--- config.mk ---
export PLATFORM = sky130hd
export DESIGN_NAME = match_control_flat
export DESIGN_NICKNAME = d
export VERILOG_FILES = /design/src/rtl/match_control_if.sv /design/src/rtl/match_control.sv /design/src/flat_wrapper.sv
export SDC_FILE = /design/constraint.sdc
export NUM_CORES = 1
export LEC_CHECK = 0
export ABC_AREA = 1
export CAP_MARGIN = 20
export CORE_MARGIN = 5
export CORE_UTILIZATION = 60
export DETAILED_ROUTE_END_ITERATION = 10
export MAX_ROUTING_LAYER = met4
export PLACE_DENSITY = 0.8
export RECOVER_POWER = 100
export SYNTH_ARGS = -nofsm -noshare
export SYNTH_HDL_FRONTEND = slang
export SYNTH_SLANG_ARGS = --single-unit
--- constraint.sdc ---
create_clock -name clk -period 10.9 [get_ports clk]
set_input_delay 1.09 -clock clk [delete_from_list [all_inputs] [get_ports clk]]
set_output_delay 1.09 -clock clk [all_outputs]
set_load 0.02 [all_outputs]
--- src/rtl/match_control_if.sv ---
// Handshake bundle between the match sequencer, the start/click logic and the round controllers.
// master drives start and round results; slave is the sequencer that publishes state and scores.
interface match_control_if #(
  parameter int unsigned SCORE_W = 4
);
  logic               start;
  logic               start_as_keeper;
  logic               round_done;
  logic               is_scored;
  logic [2:0]         game_state;
  logic [SCORE_W-1:0] player_score;
  logic [SCORE_W-1:0] opp_score;
  logic [7:0]         kick_cnt;
  logic               match_over;

  modport master (
    output start, start_as_keeper, round_done, is_scored,
    input  game_state, player_score, opp_score, kick_cnt, match_over
  );

  modport slave (
    input  start, start_as_keeper, round_done, is_scored,
    output game_state, player_score, opp_score, kick_cnt, match_over
  );
endinterface

--- src/rtl/match_control.sv ---
// Penalty-shootout sequencer: alternates keeper/shooter rounds, keeps score, ends early when decided.
// Define SUDDEN_DEATH_EN to continue tied matches in pairs instead of ending in a draw.
module match_control #(
  parameter int unsigned ROUNDS_PER_SIDE = 5,
  parameter int unsigned SCORE_W         = 4,
  parameter int unsigned GAP_TICKS       = 32500000
) (
  input logic            clk,
  input logic            rst,
  match_control_if.slave bus
);

  localparam logic [2:0] GsStart   = 3'd0;
  localparam logic [2:0] GsKeeper  = 3'd1;
  localparam logic [2:0] GsShooter = 3'd2;
  localparam logic [2:0] GsWinner  = 3'd3;
  localparam logic [2:0] GsLoser   = 3'd4;
  localparam logic [2:0] GsPause   = 3'd5;
  localparam logic [2:0] GsDraw    = 3'd6;

  localparam int unsigned        GapW     = (GAP_TICKS > 1) ? $clog2(GAP_TICKS) : 1;
  localparam logic [GapW-1:0]    GapLoad  = GapW'(GAP_TICKS - 1);
  localparam logic [SCORE_W-1:0] ScoreMax = '1;
  localparam logic [9:0]         Rps      = 10'(ROUNDS_PER_SIDE);

  typedef enum logic [2:0] {StIdle, StKeeper, StShooter, StGap, StEnd} state_e;

  state_e             state_q;
  logic [GapW-1:0]    gap_q;
  logic               last_keeper_q;
  logic [7:0]         pk_q, ok_q;
  logic [SCORE_W-1:0] player_score_q, opp_score_q;
  logic [7:0]         kick_cnt_q;
  logic [2:0]         game_state_q;
  logic               match_over_q;

  logic               is_keeper;
  logic [SCORE_W-1:0] p_nxt, o_nxt;
  logic [7:0]         pk_nxt, ok_nxt;
  logic [9:0]         p_rem, o_rem;
  logic               win, lose, draw;

  // Outcome is judged on the post-round values so the decision lands on the same edge as the score.
  always_comb begin
    is_keeper = (state_q == StKeeper);
    p_nxt     = player_score_q;
    o_nxt     = opp_score_q;
    pk_nxt    = pk_q;
    ok_nxt    = ok_q;
    if (is_keeper) begin
      if (bus.is_scored && (opp_score_q != ScoreMax)) o_nxt = opp_score_q + 1'b1;
      if (ok_q != 8'hff) ok_nxt = ok_q + 8'd1;
    end else begin
      if (bus.is_scored && (player_score_q != ScoreMax)) p_nxt = player_score_q + 1'b1;
      if (pk_q != 8'hff) pk_nxt = pk_q + 8'd1;
    end
    p_rem = (10'(pk_nxt) >= Rps) ? 10'd0 : Rps - 10'(pk_nxt);
    o_rem = (10'(ok_nxt) >= Rps) ? 10'd0 : Rps - 10'(ok_nxt);
    win   = 10'(p_nxt) > 10'(o_nxt) + o_rem;
    lose  = 10'(o_nxt) > 10'(p_nxt) + p_rem;
    draw  = 1'b0;
`ifdef SUDDEN_DEATH_EN
    // Past regulation a result only counts once both sides have kicked equally often.
    if ((10'(pk_nxt) > Rps) || (10'(ok_nxt) > Rps)) begin
      win  = (pk_nxt == ok_nxt) && (p_nxt > o_nxt);
      lose = (pk_nxt == ok_nxt) && (o_nxt > p_nxt);
    end
`else
    draw = (10'(pk_nxt) >= Rps) && (10'(ok_nxt) >= Rps) && (p_nxt == o_nxt);
`endif
  end

  always_ff @(posedge clk) begin
    if (rst) begin
      state_q        <= StIdle;
      gap_q          <= '0;
      last_keeper_q  <= 1'b0;
      pk_q           <= '0;
      ok_q           <= '0;
      player_score_q <= '0;
      opp_score_q    <= '0;
      kick_cnt_q     <= '0;
      game_state_q   <= GsStart;
      match_over_q   <= 1'b0;
    end else begin
      case (state_q)
        StIdle, StEnd: begin
          if (bus.start) begin
            pk_q           <= '0;
            ok_q           <= '0;
            player_score_q <= '0;
            opp_score_q    <= '0;
            kick_cnt_q     <= '0;
            match_over_q   <= 1'b0;
            state_q        <= bus.start_as_keeper ? StKeeper : StShooter;
            game_state_q   <= bus.start_as_keeper ? GsKeeper : GsShooter;
          end
        end
        StKeeper, StShooter: begin
          if (bus.round_done) begin
            player_score_q <= p_nxt;
            opp_score_q    <= o_nxt;
            pk_q           <= pk_nxt;
            ok_q           <= ok_nxt;
            if (kick_cnt_q != 8'hff) kick_cnt_q <= kick_cnt_q + 8'd1;
            last_keeper_q  <= is_keeper;
            if (win || lose || draw) begin
              state_q      <= StEnd;
              match_over_q <= 1'b1;
              game_state_q <= win ? GsWinner : (lose ? GsLoser : GsDraw);
            end else begin
              state_q      <= StGap;
              game_state_q <= GsPause;
              gap_q        <= GapLoad;
            end
          end
        end
        StGap: begin
          if (gap_q == '0) begin
            state_q      <= last_keeper_q ? StShooter : StKeeper;
            game_state_q <= last_keeper_q ? GsShooter : GsKeeper;
          end else begin
            gap_q <= gap_q - 1'b1;
          end
        end
        default: state_q <= StIdle;
      endcase
    end
  end

  assign bus.game_state   = game_state_q;
  assign bus.player_score = player_score_q;
  assign bus.opp_score    = opp_score_q;
  assign bus.kick_cnt     = kick_cnt_q;
  assign bus.match_over   = match_over_q;

endmodule

--- src/flat_wrapper.sv ---
// flat-port wrapper written by rule: the top's interface ports become plain ports
module match_control_flat 
#(
  parameter int unsigned ROUNDS_PER_SIDE = 5,
  parameter int unsigned SCORE_W         = 4,
  parameter int unsigned GAP_TICKS       = 32500000
)
  (clk, rst, bus_start, bus_start_as_keeper, bus_round_done, bus_is_scored, bus_game_state, bus_player_score, bus_opp_score, bus_kick_cnt, bus_match_over);
  match_control_if #(.SCORE_W(SCORE_W)) bus_i ();
  input logic clk;
  input logic rst;
  input wire logic [$bits(bus_i.start)-1:0] bus_start;
  input wire logic [$bits(bus_i.start_as_keeper)-1:0] bus_start_as_keeper;
  input wire logic [$bits(bus_i.round_done)-1:0] bus_round_done;
  input wire logic [$bits(bus_i.is_scored)-1:0] bus_is_scored;
  output wire logic [$bits(bus_i.game_state)-1:0] bus_game_state;
  output wire logic [$bits(bus_i.player_score)-1:0] bus_player_score;
  output wire logic [$bits(bus_i.opp_score)-1:0] bus_opp_score;
  output wire logic [$bits(bus_i.kick_cnt)-1:0] bus_kick_cnt;
  output wire logic [$bits(bus_i.match_over)-1:0] bus_match_over;
  assign bus_i.start = bus_start;
  assign bus_i.start_as_keeper = bus_start_as_keeper;
  assign bus_i.round_done = bus_round_done;
  assign bus_i.is_scored = bus_is_scored;
  assign bus_game_state = bus_i.game_state;
  assign bus_player_score = bus_i.player_score;
  assign bus_opp_score = bus_i.opp_score;
  assign bus_kick_cnt = bus_i.kick_cnt;
  assign bus_match_over = bus_i.match_over;
  match_control #(.ROUNDS_PER_SIDE(ROUNDS_PER_SIDE), .SCORE_W(SCORE_W), .GAP_TICKS(GAP_TICKS)) u_core (.clk(clk), .rst(rst), .bus(bus_i));
endmodule
==> results of run 1 <==
==> cell usage after synthesis (10+ instances only) <==
cell / n
a21oi_1: 48
a21oi_2: 22
clkbuf_1: 11
dfxtp_1: 65
ha_1: 26
inv_1: 90
nand2_1: 212
nand2_2: 26
nand3_1: 93
nand4_1: 16
nor2_1: 95
nor2_2: 10
or2_2: 14
==> through the flow <==
step | area (µm²) | setup WS [ns]
after floorplan | 5150 | 7.05
after global placement | 5400 | 6.27
after detailed placement | 5410 | 6.14
after CTS | 5610 | 6.32
after global routing | 5440 | 3.36
final | 5440 | 4.19
==> cells in the final DEF (no fill, tap or decap), types with 2 or more instances in the layout <==
master	count
buf_4	3
inv_1	92
nor2_1	97
o21ai_1	2
nand2_1	217
nor2_2	9
inv_2	5
xor2_1	7
nand3_2	2
a21oi_1	69
inv_6	2
clkbuf_8	9
ha_1	26
conb_1	2
o21ai_0	11
fa_1	2
dlygate4sd3_1	20
nand3b_1	2
nand4_1	16
nor3_1	4
dfxtp_1	65
or2_2	14
clkdlybuf4s50_1	4
nor2_4	2
xnor2_1	9
nand2_2	24
nand3_1	95
a211oi_1	3
clkinvlp_4	2
==> worst max-delay path: stages, from the launching register on <==
cell	delay, ns
dfxtp_1	0.45
clkinv_1	0.09
nand3_1	0.72
nand2_1	0.24
nor2_1	0.17
xor2_1	0.20
inv_1	0.11
ha_1	0.21
nand3_1	0.10
nor2b_1	0.13
nand3_1	0.16
nor2_1	0.14
ha_1	0.28
a21oi_1	0.17
nand2_1	0.09
xnor2_1	0.13
ha_1	0.30
nand2_1	0.06
o21ai_0	0.18
nand3_1	0.11
a21oi_1	0.34
nor2_4	0.07
nand2_1	0.12
nand2_1	0.55
nand2_1	1.15
inv_1	0.15
nor2_1	0.13
nor2_1	0.05
==> sequential cells by signal, indices dropped and copies added (netlist names) <==
signal and flops:
u_core.bus.opp_score 4, u_core.ok_q 8, u_core.state_q 3, u_core.gap_q 25, u_core.bus.kick_cnt 8, u_core.last_keeper_q 1, u_core.bus.match_over 1, u_core.pk_q 8
u_core.bus.player_score 4, u_core.bus.game_state 3
==> area by class of cell <==
| cell class | instances | area (µm²) | share of cell area (%) |
|---|---|---|---|
| multi-input cells | 624 | 3170 | 58.2 |
| clock inverters | 7 | 76.3 | 1.40 |
| clock buffers | 9 | 124 | 2.28 |
| well taps | 105 | 131 | 2.41 |
| flip-flops and latches | 65 | 1300 | 23.9 |
| inverters | 98 | 368 | 6.76 |
| repair buffers | 29 | 272 | 4.99 |
==> power breakdown <==
part / total, mW / switching [mW] / internal [mW]
clock network: 0.215 / 0.108 / 0.107
registers: 0.339 / 0.0551 / 0.284
logic: 0.833 / 0.544 / 0.289
==> how the worst min path moves through the flow <==
stage	startpoint	end	slack [ns]	depth (start not counted)
after CTS	u_core.bus.game_state[1]	u_core.bus.game_state[1]	0.48	2
after floorplan	u_core.gap_q[0]	u_core.gap_q[0]	0.44	2
after global placement	u_core.gap_q[0]	u_core.gap_q[0]	0.45	2
final	u_core.bus.game_state[1]	u_core.bus.game_state[1]	0.48	2
after global routing	u_core.bus.game_state[1]	u_core.bus.game_state[1]	0.49	2
after detailed placement	u_core.gap_q[0]	u_core.gap_q[0]	0.47	2
==> kinds of logic (layout without fill, tap and decap cells) <==
logic type / Yosys count / in the layout / share of synthesized area, %
buffers and inverters: 121 / 143 / 10.2
AO/OA/AOI/OAI: 89 / 89 / 10.6
AND/OR/NAND/NOR: 489 / 489 / 44.0
XOR/XNOR: 16 / 16 / 2.72
other: 1 / 2 / 0.0728
flip-flops: 65 / 65 / 25.3
adder cells (fa/ha/maj): 28 / 28 / 7.10
==> per-layer routing <==
| metal | GRT usage, % | up-vias |
|---|---|---|
| li1 | - | 2618 |
| met1 | 28.8 | 2302 |
| met2 | 42.3 | 92 |
| met3 | 4.13 | 13 |
| met4 | 6.56 | 0 |
| met5 | - | - |
==> metrics, run 1 <==
critical path startpoint u_core.state_q[1]; worst hold-check path type flip-flop to flip-flop; core area 8300 µm²; hpwl dp 8540 µm; Final ANT Viol Nets 0; MaxCap Viol Count 0; Synth top area share 25.3%; crit-path max FO 27; post-synthesis sequential area ratio 25.3%; Pre-Repair DR Iteration Count 5; vias in the first global route 4612; Final period util 61.6%; # DRC 0; Startpoint Class flip-flop; synthesized flop and latch total 65; placed insts 921; cell taking the most area after synthesis dfxtp_1; CTS tree yes; Synth async-reset ratio 0%; Root Driver clkbuf_8; all-layer global routing usage 24.2%; Worst-Margin Slew 1.19 ns; die area 10500 µm²; critical path required time 11.17 ns; relative slew slack 20.2%; status finished clean; first-pass GRT wire length 20300 µm; post-DR wirelength/cell 12.8 µm; highest metal used met4; VDD IR max 0.253 mV; clock latency on the worst-skew pair 0.36 ns; number of enable flip-flop cells after synthesis 0; met3 routed WL 493 µm; I/O Pins 26; met2 wire len 6080 µm; r2r startpoint u_core.state_q[1]; final cell count without fillers 937; top cells by area, synth dfxtp_1 (25%), nand2_1 (15%), nand3_1 (9.0%), nor2_1 (6.9%), inv_1 (6.6%); Pwr Total 1.39 mW; setup bufs post-CTS 0; final setup violation count 0; pin count of the biggest net entering global routing 55; Setup TNS Final 0 ns; fin util 65.6%; post-route minimum period 6.71 ns; DRT iter0 DRCs 213; Nets 861; Power per Cell Area 255 nW/µm²; Clock Path Buffers 2; Yosys cell types 42; share of layout cells above drive strength 1 9.62%; Syn. warnings 0; critical path class flip-flop to flip-flop; RSZ-0062 raised after global routing false; routed via count 5025; DRT Wirelength 12000 µm; timing-limited maximum frequency 149 MHz; TritonCTS buffer count 9; Critical Path Sink Type flip-flop; main flop type after synthesis dfxtp_1; smallest hold slack 0.478 ns; Worst EP arrival 6.98 ns; register clock-pin slew on the reported worst setup and hold paths 0.08 ns; Ant. Diodes 0; reg-to-reg setup timing slack 4.19 ns; GP Congestion 0.950; Slew Limit Fails 0; Synth Instances 809; area grow syn2layout 5.69%; row count 33; reg2reg end u_core.gap_q[1]; Initial Util 62.0%; die height 103 µm; port bufs 25; Die X 103 µm; clk_skew 0.0107 ns; Post-Syn Area 5150 µm²; total grt overflow 0; met1 wire length 5310 µm; Fillers 802; LEAKAGE 2.48 nW; post-cts sizing count 0; H-Tree Depth 3; CP endpoint u_core.gap_q[1]; Clock Sink Count 65; cts hold-fix bufs 0; vias per inst 5.36; syn_area_per_cell 6.36 µm²; initial antenna violation count 0; Hold Violations, Final 0; reg2reg path depth 27
No activity file was read; power rests on OpenSTA's default activity.
==> run 2, diff against run 1 <==
CORE_UTILIZATION = 56   (was 60)
PLACE_DENSITY = 0.78   (was 0.8)
clock period = 6.1 ns   (was 10.9 ns; I/O delays follow)
==> run 2 against run 1 <==
- largest power group unchanged
- sequential cell count is the same
- power grew 84%
- largest cell class unchanged
- sequential power grew 78%
- clock-buffer cell count is the same
- combinational power grew 85%
==> metrics, run 2 (synthesized netlist as in run 1, its figures left out) <==
Clk pwr share 16.0% (+0.5 points); number of flip-flops in the largest register 25 (unchanged); die area 11200 µm² (+6.4%); all-layer global routing usage 23.6% (-0.61 points); VDD IR max 0.327 mV (+29%); RSZ-0062 raised after global routing false; Hold Path Origin u_core.gap_q[0]; worst hold-check path type flip-flop to flip-flop; Worst EP arrival 5.15 ns (-1.83 ns); share of layout cells above drive strength 1 10.2% (+0.61 points); vias in the first global route 5087 (+10%); Setup TNS Final 0 ns (unchanged); reg-to-reg setup timing slack 1.21 ns (-2.98 ns); vias per inst 5.50 (+2.6%); pin count of the biggest net entering global routing 55 (unchanged); Hold Violations, Final 0 (unchanged); most frequent cells in the layout nand2_1 (225), nor2_1 (98), nand3_1 (95); commonest non-fill, non-tap cell in the layout nand2_1; Slew Limit Fails 0 (unchanged); Placed Area 5420 µm² (+0.14%); clk_skew 0.00851 ns (-0.00222 ns); post-route minimum period 4.89 ns (-1.82 ns); Psw 1.28 mW (+82%); clock latency on the worst-skew pair 0.35 ns (about the same); Combinational Power Share 60.4% (+0.3 points); critical path startpoint u_core.ok_q[0]; Buf/Inv on CP 3 (unchanged); fin area 5520 µm² (+1.4%); Power per Cell Area 462 nW/µm² (+81%); Die X 106 µm (+3.2%); post-DR wirelength/cell 13.1 µm (+2.1%); crit-path max FO 27 (unchanged); critical path class flip-flop to flip-flop; core area 9110 µm² (+9.8%); r2r startpoint u_core.ok_q[0]; hpwl dp 8980 µm (+5.2%); die height 106 µm (+3.2%); Initial Util 56.5% (-5.5 points); largest stage delay on the critical path 0.43 ns (-0.72 ns); WHS Path Cells 2 (unchanged); LEAKAGE 2.49 nW (+0.52%); Final ANT Viol Nets 0 (unchanged); Clock Path Buffers 2 (unchanged); Top reg by flops u_core.gap_q; Int Pwr 1.27 mW (+86%); status finished clean; family with the most delay on the worst path simple AND/OR/NAND/NOR gates; row count 35 (+6.1%); setup bufs post-CTS 0 (unchanged); Final period util 80.1% (+19 points); post-cts sizing count 0 (unchanged); # DRC 0 (unchanged); Pre-Repair DR Iteration Count 5 (unchanged); reg2reg path depth 29 (+7.4%); Critical Path Sink Type flip-flop; switching share of total power 50.3% (-0.65 points); port bufs 25 (unchanged); hold endpoint u_core.gap_q[0]; CP most frequent cell nand2_1; DRT Wirelength 12300 µm (+2.6%); H-Tree Depth 3 (unchanged); Nets 861 (unchanged); initial antenna violation count 0 (unchanged); reg2reg end u_core.gap_q[8]; first-pass GRT wire length 21700 µm (+6.5%); final setup violation count 0 (unchanged); relative slew slack 41.9% (+22 points); critical path required time 6.37 ns (-4.80 ns); total grt overflow 0 (unchanged); cts hold-fix bufs 0 (unchanged); DRT iter0 DRCs 247 (+16%); TritonCTS buffer count 9 (unchanged); Ant. Diodes 0 (unchanged); CTS tree yes; Root Driver clkbuf_8; routed via count 5183 (+3.1%); I/O Pins 26 (unchanged); timing-limited maximum frequency 205 MHz (+37%); Startpoint Class flip-flop; MaxCap Viol Count 0 (unchanged); area grow syn2layout 7.19%; Seq pwr share 23.6% (-0.8 points); register clock-pin slew on the reported worst setup and hold paths 0.08 ns (about the same); Crit-path slowest cell dfxtp_1; GP Congestion 0.888 (-6.5%); Worst-Margin Slew 0.863 ns (-0.331 ns); Clock Sink Count 65 (unchanged)
-- run 2: worst max-delay path by stage --
stage | endpoint | slack [ns] | cells past startpoint
after global placement | u_core.gap_q[1] | 1.74 | 30
after floorplan | u_core.gap_q[6] | 2.25 | 29
after global routing | u_core.gap_q[1] | 0.54 | 30
after detailed placement | u_core.gap_q[1] | 1.54 | 27
final | u_core.gap_q[8] | 1.21 | 29
after CTS | u_core.gap_q[8] | 1.52 | 26
-- run 2: through the flow --
step | setup WS (ns) | instances | hold WS [ns] | power [mW] | utilization [%]
final | 1.21 | 942 | 0.482 | 2.55 | 60.6
after global routing | 0.538 | 942 | 0.520 | 2.80 | 60.6
after CTS | 1.52 | 942 | 0.488 | 2.64 | 61.9
after detailed placement | 1.54 | 927 | 0.469 | 2.21 | 59.5
after global placement | 1.74 | 926 | 0.456 | 2.13 | 59.3
after floorplan | 2.25 | 810 | 0.438 | 1.93 | -
-- run 2: per-layer routing --
metal | GRT usage [%] | vias to the layer above | wire length, µm
met2 | 41.4 | 121 | 6300
li1 | - | 2634 | -
met4 | 10.5 | 0 | 317
met3 | 4.59 | 28 | 606
met1 | 26.0 | 2400 | 5100
met5 | - | - | 0
-- run 2: power by group through the flow --
stage | combinational, mW | clock [mW] | sequential [mW]
2_1_floorplan | 1.33 | 0 | 0.605
3_3_place_gp | 1.53 | 0 | 0.609
3_5_place_dp | 1.60 | 0 | 0.612
4_1_cts | 1.61 | 0.422 | 0.605
5_1_grt | 1.74 | 0.436 | 0.619
6_report | 1.54 | 0.408 | 0.603
-- run 2: area by class of cell --
type	instances	area (µm²)
Fill cell	882	3590
Tap cell	111	139
Clock buffer	9	124
Multi-Input combinational cell	624	3220
Clock inverter	6	91.3
Sequential cell	65	1300
Timing Repair Buffer	29	272
Inverter	98	368
-- run 2: worst register-to-register path, delay by kind of cell (launching register included) --
kind,cells,cell delay (ns)
adders and majority gates,4,1.01
xor gates and xnor gates,1,0.14
DFF,1,0.43
and+or+nand+nor,17,2.44
buffers and inverters,3,0.26
AOI/OAI and AO/OA,4,0.53
==> run 3, diff against run 2 <==
clock period = 4.2 ns   (was 6.1 ns; I/O delays follow)
==> run 3 against run 2 <==
- register-to-register slack worse by 1.2 ns
- via count is 6.1% higher
- maximum frequency is 17% higher
- power is 67% higher
- final cell count is 4.4% higher
- core utilization is 7.6 points higher
- combinational power is 79% higher
- sequential cell count stayed put
- highest routed layer unchanged
==> metrics, run 3 (synthesized netlist as in run 1, its figures left out) <==
status finished clean; RSZ-0062 raised after global routing true; row count 35 (unchanged); final cell count without fillers 983 (+4.4%); Setup TNS Final 0 ns (unchanged); DRT Wirelength 14100 µm (+15%); Placed Area 5530 µm² (+1.9%); Slew Limit Fails 0 (unchanged); hold endpoint u_core.bus.kick_cnt[0]; clk_skew 0.0105 ns (+0.00200 ns); WHS Path Cells 4 (+2); register clock-pin slew on the reported worst setup and hold paths 0.08 ns (about the same); Critical Path Sink Type flip-flop; post-DR wirelength/cell 14.4 µm (+9.7%); Pre-Repair DR Iteration Count 5 (unchanged); Seq pwr share 20.8% (-2.8 points); Ant. Diodes 0 (unchanged); critical path required time 4.41 ns (-1.96 ns); vias per inst 5.60 (+1.7%); Int Pwr 2.12 mW (+67%); routed via count 5501 (+6.1%); Worst-Margin Slew 0.845 ns (-0.0177 ns); smallest hold slack 0.459 ns (-0.0232 ns); Psw 2.13 mW (+66%); CTS tree yes; Initial Util 56.5% (unchanged); port bufs 25 (unchanged); reg2reg path depth 28 (-3.4%); die area 11200 µm² (unchanged); hpwl dp 9270 µm (+3.1%); Clk pwr share 14.6% (-1.4 points); pin count of the biggest net entering global routing 54 (-1.8%); switching share of total power 50.1% (-0.19 points); r2r startpoint u_core.pk_q[1]; LEAKAGE 2.75 nW (+10%); Startpoint Class flip-flop; timing-limited maximum frequency 240 MHz (+17%); crit-path max FO 6 (-78%); core area 9110 µm² (unchanged); number of flip-flops in the largest register 25 (unchanged); initial antenna violation count 0 (unchanged); # DRC 0 (unchanged); DRT iter0 DRCs 289 (+17%); Clock Sink Count 65 (unchanged); vias in the first global route 5088 (+0.020%); MaxCap Viol Count 0 (unchanged); Hold Path Origin rst; share of layout cells above drive strength 1 22.5% (+12 points); reg2reg end u_core.gap_q[22]; H-Tree Depth 3 (unchanged); post-route minimum period 4.17 ns (-0.716 ns); Root Driver clkbuf_8; worst hold-check path type primary input to flip-flop; reg-to-reg setup timing slack 0.03 ns (-1.18 ns); Final ANT Viol Nets 0 (unchanged); Final period util 99.3% (+19 points); Power per Cell Area 685 nW/µm² (+48%); GP Congestion 0.897 (+1.0%); VDD IR max 0.572 mV (+75%); total grt overflow 0 (unchanged); Hold Violations, Final 0 (unchanged); Crit-path slowest cell fa_2; area grow syn2layout 20.6%; TritonCTS buffer count 9 (unchanged); final setup violation count 0 (unchanged); placed insts 941 (+1.5%); I/O Pins 26 (unchanged); commonest non-fill, non-tap cell in the layout nand2_1; fin area 6210 µm² (+13%); Top reg by flops u_core.gap_q; critical path class flip-flop to flip-flop; Combinational Power Share 64.6% (+4.2 points); Die X 106 µm (unchanged); all-layer global routing usage 24.2% (+0.60 points); Worst EP arrival 4.39 ns (-0.76 ns); Clock Path Buffers 2 (unchanged); die height 106 µm (unchanged); Pwr Total 4.26 mW (+67%); clock latency on the worst-skew pair 0.35 ns (about the same); relative slew slack 43.1% (+1.2 points); most frequent cells in the layout nand2_1 (209), nand3_1 (90), inv_1 (88); Fillers 753 (-15%); Nets 901 (+4.6%); critical path startpoint u_core.pk_q[1]; largest stage delay on the critical path 0.45 ns (+0.02 ns); first-pass GRT wire length 22200 µm (+2.4%)
run 3: changes by cell type in the layout (fill, tap and decap cells not counted), moves of 6 or more:
cell | previous run | this run
ha_2 | 0 | 6
a21oi_2 | 13 | 24
nand2_1 | 225 | 209
nor2_2 | 8 | 15
a21oi_1 | 57 | 46
nor2_1 | 98 | 85
buf_4 | 3 | 37
nand2_2 | 14 | 26
ha_1 | 26 | 15
run 3: layout make-up:
| cell class | count | area (µm²) | area share [%] |
|---|---|---|---|
| inverters | 98 | 368 | 5.92 |
| clock buffers | 9 | 124 | 1.99 |
| flip-flops and latches | 65 | 1310 | 21.1 |
| clock inverters | 7 | 101 | 1.63 |
| well taps | 111 | 139 | 2.24 |
| multi-input cells | 626 | 3570 | 57.4 |
| repair buffers | 67 | 604 | 9.73 |
run 3: power groups by stage:
stage	clock, mW	sequential [mW]	combinational (mW)
2_1_floorplan	0	0.878	1.93
3_3_place_gp	0	0.883	2.27
3_5_place_dp	0	0.889	2.35
4_1_cts	0.626	0.876	2.39
5_1_grt	0.653	0.903	3.05
6_report	0.622	0.884	2.75
run 3: worst max path at each step:
stage / endpoint / cells after the start
floorplan: u_core.gap_q[6] / 29
global placement: u_core.gap_q[5] / 27
detailed placement: u_core.gap_q[1] / 29
CTS: u_core.gap_q[5] / 28
global route: u_core.gap_q[5] / 30
finish: u_core.gap_q[22] / 28
run 3: metal layers:
layer | vias up | track usage (%) | share of wire, %
li1 | 2713 | - | -
met1 | 2555 | 27.0 | 40
met2 | 194 | 44.3 | 51
met3 | 39 | 3.67 | 5.6
met4 | 0 | 7.68 | 2.9
met5 | - | - | 0
run 3: worst max-delay path: cells and delay by family, from the launching register on:
family | cells | cell delay (ns)
AO/OA/AOI/OAI | 4 | 0.37
XOR/XNOR | 1 | 0.17
adder cells (fa/ha/maj) | 5 | 1.23
buffers and inverters | 3 | 0.34
flip-flops | 1 | 0.37
AND/OR/NAND/NOR | 15 | 1.54
run 3: metrics by stage:
stage / setup WS [ns] / utilization [%]
2_1_floorplan: 0.348 / -
5_1_grt: -0.372 / 68.2
3_3_place_gp: 0.146 / 60.5
4_1_cts: 0.0203 / 63.5
3_5_place_dp: -0.120 / 60.7
6_report: 0.0293 / 68.2
run 3: timing repair:
item,in CTS,in global routing
hold buffers,0,0
setup endpoints to repair,25,31
pin swaps,3,33
cloned,1,2
buffers inserted,2,21
resized for setup,2,60
